--- src/rtl/vend_session_timer.sv ---
`default_nettype none
// ============================================================================
// Module   : vend_session_timer
// Brief    : 1 Hz session idle supervisor with warn/expiry/refund and
//            stretched vend lamp. Optional macro VEND_WARN_BLINK_EN makes
//            warn blink at 0.5 Hz while in the warning window.
// Revision : 1.0 - initial release
// ============================================================================
module vend_session_timer #(
    parameter int TIMEOUT_S   = 30,
    parameter int WARN_S      = 25,
    parameter int VEND_HOLD_S = 3,
    parameter int CNT_W       = 5,
    parameter int CREDIT_W    = 5
) (
    input  logic                clk1sec,
    input  logic                rstCounter,
    input  logic [CREDIT_W-1:0] credit,
    input  logic                vend,
    output logic [CNT_W-1:0]    elapsed,
    output logic [CNT_W-1:0]    secs_left,
    output logic                warn,
    output logic                timeout,
    output logic                refund_valid,
    output logic [CREDIT_W-1:0] refund_value,
    output logic                vend_lamp
);

    localparam logic [1:0] c_IDLE    = 2'd0;
    localparam logic [1:0] c_ARMED   = 2'd1;
    localparam logic [1:0] c_WARN    = 2'd2;
    localparam logic [1:0] c_EXPIRED = 2'd3;

    localparam logic [CNT_W-1:0] c_TIMEOUT = CNT_W'(TIMEOUT_S);
    localparam logic [CNT_W-1:0] c_WARN_AT = CNT_W'(WARN_S);
    localparam int               c_HOLD_W  = (VEND_HOLD_S < 1) ? 1 : $clog2(VEND_HOLD_S + 1);
    localparam logic [c_HOLD_W-1:0] c_HOLD = c_HOLD_W'(VEND_HOLD_S);

    logic [1:0]          r_state;
    logic [1:0]          w_state_nxt;
    logic [CNT_W-1:0]    r_elapsed;
    logic [CNT_W-1:0]    w_elapsed_nxt;
    logic [CNT_W-1:0]    w_elapsed_inc;
    logic [CNT_W-1:0]    r_secs_left;
    logic [CNT_W-1:0]    w_secs_left_nxt;
    logic                r_warn;
    logic                w_warn_nxt;
    logic                r_timeout;
    logic                w_timeout_nxt;
    logic                r_refund_valid;
    logic                w_refund_valid_nxt;
    logic [CREDIT_W-1:0] r_refund_value;
    logic [CREDIT_W-1:0] w_refund_value_nxt;
    logic                w_credit_zero;

    logic                r_vend_d;
    logic [c_HOLD_W-1:0] r_hold_cnt;
    logic [c_HOLD_W-1:0] w_hold_nxt;
    logic                r_vend_lamp;

    assign w_credit_zero = (credit == '0);
    assign w_elapsed_inc = r_elapsed + CNT_W'(1);

    // State and registered session outputs
    always_ff @(posedge clk1sec or posedge rstCounter) begin
        if (rstCounter) begin
            r_state        <= c_IDLE;
            r_elapsed      <= '0;
            r_secs_left    <= c_TIMEOUT;
            r_warn         <= 1'b0;
            r_timeout      <= 1'b0;
            r_refund_valid <= 1'b0;
            r_refund_value <= '0;
        end else begin
            r_state        <= w_state_nxt;
            r_elapsed      <= w_elapsed_nxt;
            r_secs_left    <= w_secs_left_nxt;
            r_warn         <= w_warn_nxt;
            r_timeout      <= w_timeout_nxt;
            r_refund_valid <= w_refund_valid_nxt;
            r_refund_value <= w_refund_value_nxt;
        end
    end

    // Credit loss takes priority over the threshold compares
    always_comb begin
        w_state_nxt = r_state;
        case (r_state)
            c_IDLE: begin
                if (!w_credit_zero) begin
                    w_state_nxt = c_ARMED;
                end
            end
            c_ARMED: begin
                if (w_credit_zero) begin
                    w_state_nxt = c_IDLE;
                end else if (w_elapsed_inc == c_WARN_AT) begin
                    w_state_nxt = c_WARN;
                end
            end
            c_WARN: begin
                if (w_credit_zero) begin
                    w_state_nxt = c_IDLE;
                end else if (w_elapsed_inc == c_TIMEOUT) begin
                    w_state_nxt = c_EXPIRED;
                end
            end
            c_EXPIRED: begin
                w_state_nxt = c_EXPIRED;
            end
            default: begin
                w_state_nxt = c_IDLE;
            end
        endcase
    end

    always_comb begin
        w_elapsed_nxt      = r_elapsed;
        w_warn_nxt         = 1'b0;
        w_timeout_nxt      = 1'b0;
        w_refund_valid_nxt = 1'b0;
        w_refund_value_nxt = r_refund_value;
        case (w_state_nxt)
            c_IDLE: begin
                w_elapsed_nxt = '0;
            end
            c_ARMED: begin
                // The arming edge only samples credit; counting starts next edge
                w_elapsed_nxt = (r_state == c_IDLE) ? '0 : w_elapsed_inc;
            end
            c_WARN: begin
                w_elapsed_nxt = w_elapsed_inc;
`ifdef VEND_WARN_BLINK_EN
                w_warn_nxt    = (r_state == c_WARN) ? ~r_warn : 1'b1;
`else
                w_warn_nxt    = 1'b1;
`endif
            end
            c_EXPIRED: begin
                w_elapsed_nxt = c_TIMEOUT;
                w_timeout_nxt = 1'b1;
                if (r_state == c_WARN) begin
                    w_refund_valid_nxt = 1'b1;
                    w_refund_value_nxt = credit;
                end
            end
            default: begin
                w_elapsed_nxt = '0;
            end
        endcase
        w_secs_left_nxt = (w_state_nxt == c_EXPIRED) ? '0 : (c_TIMEOUT - w_elapsed_nxt);
    end

    // Vend lamp stretcher, independent of the session state
    always_comb begin
        w_hold_nxt = r_hold_cnt;
        if (vend && !r_vend_d) begin
            w_hold_nxt = c_HOLD;
        end else if (r_hold_cnt != '0) begin
            w_hold_nxt = r_hold_cnt - c_HOLD_W'(1);
        end
    end

    always_ff @(posedge clk1sec or posedge rstCounter) begin
        if (rstCounter) begin
            r_vend_d    <= 1'b0;
            r_hold_cnt  <= '0;
            r_vend_lamp <= 1'b0;
        end else begin
            r_vend_d    <= vend;
            r_hold_cnt  <= w_hold_nxt;
            r_vend_lamp <= (w_hold_nxt != '0);
        end
    end

    assign elapsed      = r_elapsed;
    assign secs_left    = r_secs_left;
    assign warn         = r_warn;
    assign timeout      = r_timeout;
    assign refund_valid = r_refund_valid;
    assign refund_value = r_refund_value;
    assign vend_lamp    = r_vend_lamp;

endmodule
`default_nettype wire
--- config.mk ---
export PLATFORM = sky130hd
export DESIGN_NAME = vend_session_timer
export DESIGN_NICKNAME = d
export VERILOG_FILES = /design/src/rtl/vend_session_timer.sv
export SDC_FILE = /design/constraint.sdc
export NUM_CORES = 1
export LEC_CHECK = 0
export ABC_AREA = 1
export CORE_MARGIN = 2
export CORE_UTILIZATION = 29
export DETAILED_ROUTE_END_ITERATION = 6
export HOLD_SLACK_MARGIN = 0.05
export PLACE_DENSITY_LB_ADDON = 0.3
export SKIP_LAST_GASP = 1
export SLEW_MARGIN = 20
export SYNTH_ARGS = -nofsm -noshare
export SYNTH_HDL_FRONTEND = slang
export SYNTH_SLANG_ARGS = --single-unit
export TNS_END_PERCENT = 100
--- constraint.sdc ---
create_clock -name clk1sec -period 4.3 [get_ports clk1sec]
set_input_delay 0.86 -clock clk1sec [delete_from_list [all_inputs] [get_ports clk1sec]]
set_output_delay 0.86 -clock clk1sec [all_outputs]
set_load 0.02 [all_outputs]
### Yosys cells after proc, flatten, opt, wreduce, memory -nomap -nowiden

Cells that the tools add are included.

* add/subtract/negate cells: 3
* multiply operators: 0
* div/mod/pow operators: 0
* magnitude comparators: 0
* equal/unequal tests: 8
* shift-type cells: 0
* multiplexer cells: 15
* bitwise logic cells: 0
* reduce and logical (&&, ||, !) cells: 8

Operator list (number)
* one-hot mux 5 bit (4 select lines): 1
* two-way mux 2 bit: 7
* equality test 5 bit (second input constant): 2
* two-way mux 5 bit: 2
* equality test 2 bit (second input constant): 4
* one-hot mux 2 bit (4 select lines): 1
* adder 5 x 1 -> 5 bit (second input constant): 1
* zero test 5 bit: 1
* subtractor 5 bit (first input constant): 1
* equality test 2 x 1 -> 1 bit (second input constant): 2
* zero test 2 bit: 2
* two-way mux 1 bit: 4
* nonzero test 2 bit: 2
* AND reduction 2 bit: 1
* subtractor 2 x 1 -> 2 bit (second input constant): 1
* logical AND 1 bit: 1
* zero test 1 bit: 1

* register bits after elaboration: 24
* bits in latches: 0
* RAM bits: 0
* ROM bits: 0
* input bits: 8
* output and inout bits: 19
* logic and storage cells: 44
* memories: 0

### Depth between registers and ports, before layout

Gate-level depths: netlist of the first run.

* depth after elaboration: 9
* mapped depth: 15
* gate-level depth less buffers: 15

### Least setup slack after synthesis of the first run

OpenSTA, ideal clock, no wires.

* path kind: input-to-reg
* from: in credit[3]
* to: reg r_secs_left[4], in the netlist secs_left[4]
* setup time: 0.079 ns
* arrival: 2.022 ns
* required time: 4.221 ns
* path slack: 2.199 ns
* cell stages on the path: 14
* path buffers: 0
* cells stage by stage: nor2_1 nand4_1 nand2_1 inv_1 nand2_1 nand2_2 nand3_4 nand2_4 o21ai_1 nand2_2 nand2_2 nor2_4 nand2_1 nand2_1

* cells in the longest elaborated chain, start to end: 7

Ends and longest elaborated chain
* start, declared: RTL line 18 `input logic [CREDIT_W-1:0] credit,`
* zero test 5 bit *: RTL line 61 `assign w_credit_zero = (credit == '0);`
* two-way mux 2 bit (on tied branches): RTL line 102, 90, 95
* one-hot mux 2 bit (4 select lines) *: RTL line 88 `case (r_state)`
* via w_state_nxt[0]: RTL line 40 `logic [1:0] w_state_nxt;`
* equality test 2 bit, or another cell as far along: RTL line 123 `case (w_state_nxt)`
* one-hot mux 5 bit (4 select lines) *: RTL line 123
* via w_elapsed_nxt[2]: RTL line 42 `logic [CNT_W-1:0] w_elapsed_nxt;`
* subtractor 5 bit *: RTL line 151 `w_secs_left_nxt = (w_state_nxt == c_EXPIRED) ? '0 : (c_TIMEOUT - w_elapsed_nxt);`
* two-way mux 5 bit *: RTL line 151
* via w_secs_left_nxt[4]: RTL line 45 `logic [CNT_W-1:0] w_secs_left_nxt;`
* end signal, assigned: RTL line 69 `r_secs_left <= c_TIMEOUT;`
* end signal, assigned: RTL line 77 `r_secs_left <= w_secs_left_nxt;`
* end, declared: RTL line 44 `logic [CNT_W-1:0] r_secs_left;`

The timed path passes the listed nets; every way through them passes the cells marked *.
A chain may end at the register's enable or synchronous reset.

### Worst setup path in the final report of the first run

Same ends and word-level chain as after synthesis.

==> results of run 1 <==
## stage by stage
stage                     util, %  instances
after floorplan                 -        135
after global placement       38.4        211
after detailed placement     38.4        211
after CTS                    40.1        215
after global routing         40.1        215
final                        40.1        215
## power groups by stage
stage          Combinational (mW)  Sequential (mW)  Clock (mW)
2_1_floorplan               0.478            0.511           0
3_3_place_gp                0.830            0.415           0
3_5_place_dp                0.847            0.418           0
4_1_cts                     0.853            0.416       0.197
5_1_grt                     0.926            0.429       0.211
6_report                    0.841            0.415       0.191
## path summary, 6_finish.rpt
| path | to | cells past startpoint | from |
|---|---|---|---|
| max reg2reg | secs_left[3]$_DFF_PP1_ | 11 | elapsed[0]$_DFF_PP0_ |
| min in group asynchronous | refund_valid$_DFF_PP0_ | 2 | rstCounter |
| min reg2reg | r_hold_cnt[0]$_DFF_PP0_ | 1 | r_hold_cnt[0]$_DFF_PP0_ |
| max | secs_left[4]$_DFF_PP1_ | 15 | credit[3] |
| max in group asynchronous | secs_left[0]$_DFF_PP0_ | 2 | rstCounter |
| min | r_hold_cnt[0]$_DFF_PP0_ | 1 | r_hold_cnt[0]$_DFF_PP0_ |
## cells in the mapped netlist
cell type,n,area [µm²]
dfrtp_1,20,500
o21ai_1,2,10.0
nand2_4,3,33.8
nor3_1,1,5.00
a21oi_4,1,16.3
nor2_4,1,11.3
inv_2,1,3.75
dfstp_2,4,105
xor2_1,1,8.76
nand2_1,33,124
nand2_2,6,37.5
a21boi_2,1,11.3
a21oi_1,3,15.0
nor2_1,6,22.5
ha_1,3,37.5
nand3_1,4,20.0
o21bai_4,2,37.5
nand4_1,7,43.8
nand3_2,1,10.0
nand3b_1,1,7.51
or2_0,1,6.26
o21ai_0,7,35.0
inv_1,22,82.6
and2_2,1,7.51
o21bai_1,1,7.51
nand3_4,2,35.0
## registers in the layout, indices dropped and copies added, names as in the netlist
register and flops:
vend_lamp 1, refund_valid 1, secs_left 5, warn 1, refund_value 5, r_vend_d 1
r_state 2, elapsed 5, timeout 1, r_hold_cnt 2
## cell families (layout without fill, tap and decap cells)
| logic type | Yosys count | after routing | share of synthesized area, % |
|---|---|---|---|
| XOR/XNOR | 1 | 1 | 0.709 |
| adder cells (fa/ha/maj) | 3 | 3 | 3.04 |
| AO/OA/AOI/OAI | 17 | 17 | 10.7 |
| AND/OR/NAND/NOR | 67 | 67 | 29.5 |
| buffers and inverters | 23 | 53 | 6.99 |
| flip-flops | 24 | 24 | 49.0 |
## final cells by class
class / count / area (µm²)
sequential: 24 / 606
fill: 390 / 2430
tap: 50 / 62.6
timing repair buffer: 26 / 260
clock buffer: 3 / 41.3
clock inverter: 1 / 30.0
multi-input combinational: 88 / 543
inverter: 23 / 86.3
## layer usage
| metal | track usage [%] | vias to the layer above |
|---|---|---|
| met2 | 17.8 | 28 |
| met4 | 1.09 | 0 |
| met1 | 13.7 | 436 |
| met3 | 3.78 | 0 |
| li1 | - | 488 |
| met5 | 0 | - |
==> impl_metrics.toml, run 1 <==
[clock_tree]
numClockSinks = 24
cts.path.max_buffers = 2
clockRootBuffer = "clkbuf_8"
cts_tree = "built"
clk_latency_ns = 0.26
htreeDepth = 1
ctsResizeCount = 0
cts_setup_buffers = 0
cts_buffers = 3
clkTransAtPathRegs_ns = 0.08
hold_buffers = 0

[power]
sw_frac_of_total_pct = 44.4
p_int_mw = 0.805
peakVddDrop_uv = 417
power_frac_comb_pct = 58.1
clkPwrFrac_pct = 13.2
power.leakage_nw = 0.770
power.share.sequential_pct = 28.7
p_total_mw = 1.45
power.net_switching_mw = 0.642
power_density_mw_per_mm2 = 888

[min_path]
hold_path_class = "flip-flop to flip-flop"

[critical_path]
crit_required_ns = 4.49
cp_cell_sequence = "clkdlybuf4s50_1 > nor2_1 > nand4_1 > nand2_1 > inv_1 > nand2_1 > nand2_2 > nand3_4 > nand2_4 > o21ai_0 > nand2_1 > nand2_2 > nor2_4 > nand2_1 > nand2_1"
path_buf_inv = 2
critPathLaunchType = "input port"
cp_top_family = "simple AND/OR/NAND/NOR gates"
cp_max_fo = 10
endpoint_kind = "flip-flop"
crit_path_frequent_cell = "nand2_1"
r2r_slack_ns = 2.02
cpMaxStageDelayCell = "clkdlybuf4s50_1"
arrival_ns = 2.67
max_stage_delay_ns = 0.43
path_class = "input port to flip-flop"

[timing]
grt_setup_unrepaired = "no"
report.final.slew_viol_count = 0
whs_ns = 0.476
tns_ns = 0
fin_crit_sh_pct = 57.6
fmax_ghz = 0.404
clock_skew_ns = 0.00393
period_needed_ns = 2.48
hold_viol_final = 0
worst_pin_slew_ns = 0.853
setup_slack_ns = 1.82
slew_headroom_pct = 43.1
setup_viol = 0

[layout]
drive_above_1_share_pct = 16.4
fin_nets = 177
fin_area_mm2 = 0.00163
syn2layout_area_growth_pct = 31.9
antenna_cells = 0
layout_common_cells = "nand2_1 (33), clkdlybuf4s50_1 (26), inv_1 (22), dfrtp_1 (20)"
final_common_cell = "nand2_1"

[route]
drcViolationCount = 0
avgRoutedWirePerCell_um = 11.3
drt-initial-drc-count = 31
vias_per_cell = 4.43
met3_length_um = 168
dr.pass1.iters = 4
route.met2.wl_um = 1140
routed.top_layer = "met3"
wl_met1_um = 1130
final_antenna_net_count = 0
finalWirelength_um = 2440
dr_total_vias = 952

[floorplanning]
die_h_um = 69.3
core_mm2 = 0.00406
ios = 27
rows = 23
chipWidth_um = 69.3
dieArea_mm2 = 0.00480
start_util_pct = 30.4

[outcome]
outcome = "finished, final reports clean"

[place]
place_congestion = 0.751
dpl-instance-area_mm2 = 0.00156
post-place-ws_ns = 1.55
port_buffers = 26
hpwl_um = 1920

[grt]
grt-ovfl-total = 0
antenna_found_initial = 0
grt_pass1_vias = 950
grt_max_degree = 25
grt_pass1_wl_um = 4240
grt_use_total_pct = 10.7

[logic_synthesis]
ys_ff_latch = 24
synth_warnings = 0
synth.distinct_cells = 26
ys_seq_area_share_pct = 49.0
synth_cells = 135
syn-num-nets = 146
syn_area_per_cell_um2 = 9.15
syn_area_mm2 = 0.00123

[run]
maxCapViolations = 0
No activity file was read; power rests on OpenSTA's default activity.
==> inputs of run 2 (changes only) <==
- clock period: 4.3 -> 2.5 ns (I/O delays scaled with it)
==> run 2 against run 1 <==
Net effect: sequential share of layout area shrank 0.12 points; register-to-register slack worse by 1.7 ns; clock-buffer cell count stayed put; hold slack got worse by 0.0033 ns; clock skew grew 0.0016 ns; die area is the same; non-clock buffer count up 1.
==> impl_metrics.toml, run 2 (synthesis gave the netlist of run 1 again) <==
[critical_path]
cp_max_fo = 8
endpoint_kind = "flip-flop"
r2r_end = "secs_left[4]$_DFF_PP1_"
crit_path_frequent_cell = "nand2_1"
max_stage_delay_ns = 0.49
cpMaxStageDelayCell = "dfrtp_2"
r2r_cells = 12
cp_cell_sequence = "ha_1 > inv_1 > nand2_1 > a21boi_2 > nand3_2 > o21bai_4 > nand3_4 > a21oi_4 > nand2_4 > nor2_4 > nand2_1 > nand2_1"
r2r_slack_ns = 0.32
r2r_start = "elapsed[0]$_DFF_PP0_"
path_class = "flip-flop to flip-flop"
arrival_ns = 2.38
critPathLaunchType = "flip-flop"
crit_required_ns = 2.71

[timing]
slew_headroom_pct = 80.7
tns_ns = 0
worst_pin_slew_ns = 0.290
setup_viol = 0
report.final.slew_viol_count = 0
clock_skew_ns = 0.00548
period_needed_ns = 2.18
hold_viol_final = 0
fin_crit_sh_pct = 87.1
fmax_ghz = 0.459
grt_setup_unrepaired = "no"

[layout]
fin_area_mm2 = 0.00164
num-fill-cells = 403
fin_nets = 178
register_area_um2 = 607
drive_above_1_share_pct = 17.5
layout_common_cells = "nand2_1 (33), clkdlybuf4s50_1 (26), inv_1 (22), dfrtp_1 (19)"
final_common_cell = "nand2_1"
multiInputGateArea_um2 = 543
antenna_cells = 0
syn2layout_area_growth_pct = 32.6

[floorplanning]
die_h_um = 69.3
chipWidth_um = 69.3
core_mm2 = 0.00406
ios = 27
start_util_pct = 30.4
rows = 23
dieArea_mm2 = 0.00480

[route]
drcViolationCount = 0
final_antenna_net_count = 0
drt-initial-drc-count = 32
avgRoutedWirePerCell_um = 11.2
finalWirelength_um = 2410
dr_total_vias = 954
dr.pass1.iters = 4
vias_per_cell = 4.42

[grt]
grt_pass1_vias = 872
antenna_found_initial = 0
grt-ovfl-total = 0
grt_pass1_wl_um = 4170
grt_max_degree = 25
grt_use_total_pct = 10.5

[min_path]
hold-path-endpoint = "r_hold_cnt[0]$_DFF_PP0_"
hold_depth = 1
hold_start = "r_hold_cnt[0]$_DFF_PP0_"
hold_path_class = "flip-flop to flip-flop"

[clock_tree]
cts_tree = "built"
htreeDepth = 1
numClockSinks = 24
clockRootBuffer = "clkbuf_8"
cts_setup_buffers = 0
cts_buffers = 3
cts.path.max_buffers = 2
clkTransAtPathRegs_ns = 0.08
clk_latency_ns = 0.26

[power]
power.leakage_nw = 0.773
peakVddDrop_uv = 654
power_density_mw_per_mm2 = 1520

[run]
maxCapViolations = 0

[place]
port_buffers = 26
place_congestion = 0.753
dpl-instance-area_mm2 = 0.00157
hpwl_um = 1870

[outcome]
outcome = "finished, final reports clean"
## run 2: cell count changes in the layout (fill, tap and decap cells not counted)
| cell | change |
|---|---|
| dfrtp_1 | -1 |
| buf_4 | +1 |
| dfrtp_2 | +1 |
## run 2: how the worst max path moves through the flow
stage / start / to / slack (ns) / cells past startpoint
2_1_floorplan: elapsed[0]$_DFF_PP0_ / secs_left[4]$_DFF_PP1_ / 0.41 / 15
3_3_place_gp: credit[3] / refund_value[3]$_DFFE_PP0P_ / 0.18 / 15
3_5_place_dp: credit[3] / refund_value[1]$_DFFE_PP0P_ / 0.12 / 15
4_1_cts: elapsed[0]$_DFF_PP0_ / secs_left[4]$_DFF_PP1_ / 0.21 / 12
5_1_grt: elapsed[0]$_DFF_PP0_ / refund_value[1]$_DFFE_PP0P_ / 0.08 / 15
6_report: elapsed[0]$_DFF_PP0_ / secs_left[4]$_DFF_PP1_ / 0.32 / 12
## run 2: critical path: cells and delay by family (launching register included)
kind                       cells  cell delay, ns
AOI/OAI and AO/OA              3            0.62
and+or+nand+nor                7            0.67
buffers and inverters          1            0.07
DFF                            1            0.49
adders and majority gates      1            0.28
## run 2: timing repair
item,4_1_cts,5_1_grt
endpoints found under the setup margin,0,4
resized for setup,0,1
hold buffers,0,0
## run 2: metrics by stage
step           utilization (%)  cells  setup slack, ns  power, mW  hold WS (ns)
6_report                  40.4    216            0.322       2.48         0.472
5_1_grt                   40.4    216           0.0799       2.69         0.524
4_1_cts                   40.3    216            0.213       2.51         0.475
3_5_place_dp              38.6    212            0.120       2.17         0.460
3_3_place_gp              38.6    212            0.176       2.14         0.452
2_1_floorplan                -    135            0.412       1.70         0.436
## run 2: power breakdown
part / switching (mW) / internal (mW)
sequential: 0.125 / 0.589
clock: 0.114 / 0.214
combinational: 0.855 / 0.585
total: 1.09 / 1.39
## run 2: final cells by class
class	count	share of cell area (%)
Clock buffer	3	2.52
Multi-Input combinational cell	88	33.2
Sequential cell	24	37.1
Timing Repair Buffer	27	16.3
Inverter	23	5.27
Clock inverter	1	1.83
Tap cell	50	3.82
## run 2: layer usage
| layer | vias to the layer above | track usage [%] | share of wire [%] |
|---|---|---|---|
| met5 | - | 0 | 0 |
| met4 | 0 | 0.654 | 0 |
| met3 | 0 | 3.92 | 6.6 |
| met2 | 28 | 16.0 | 46 |
| met1 | 436 | 15.1 | 47 |
| li1 | 490 | - | - |
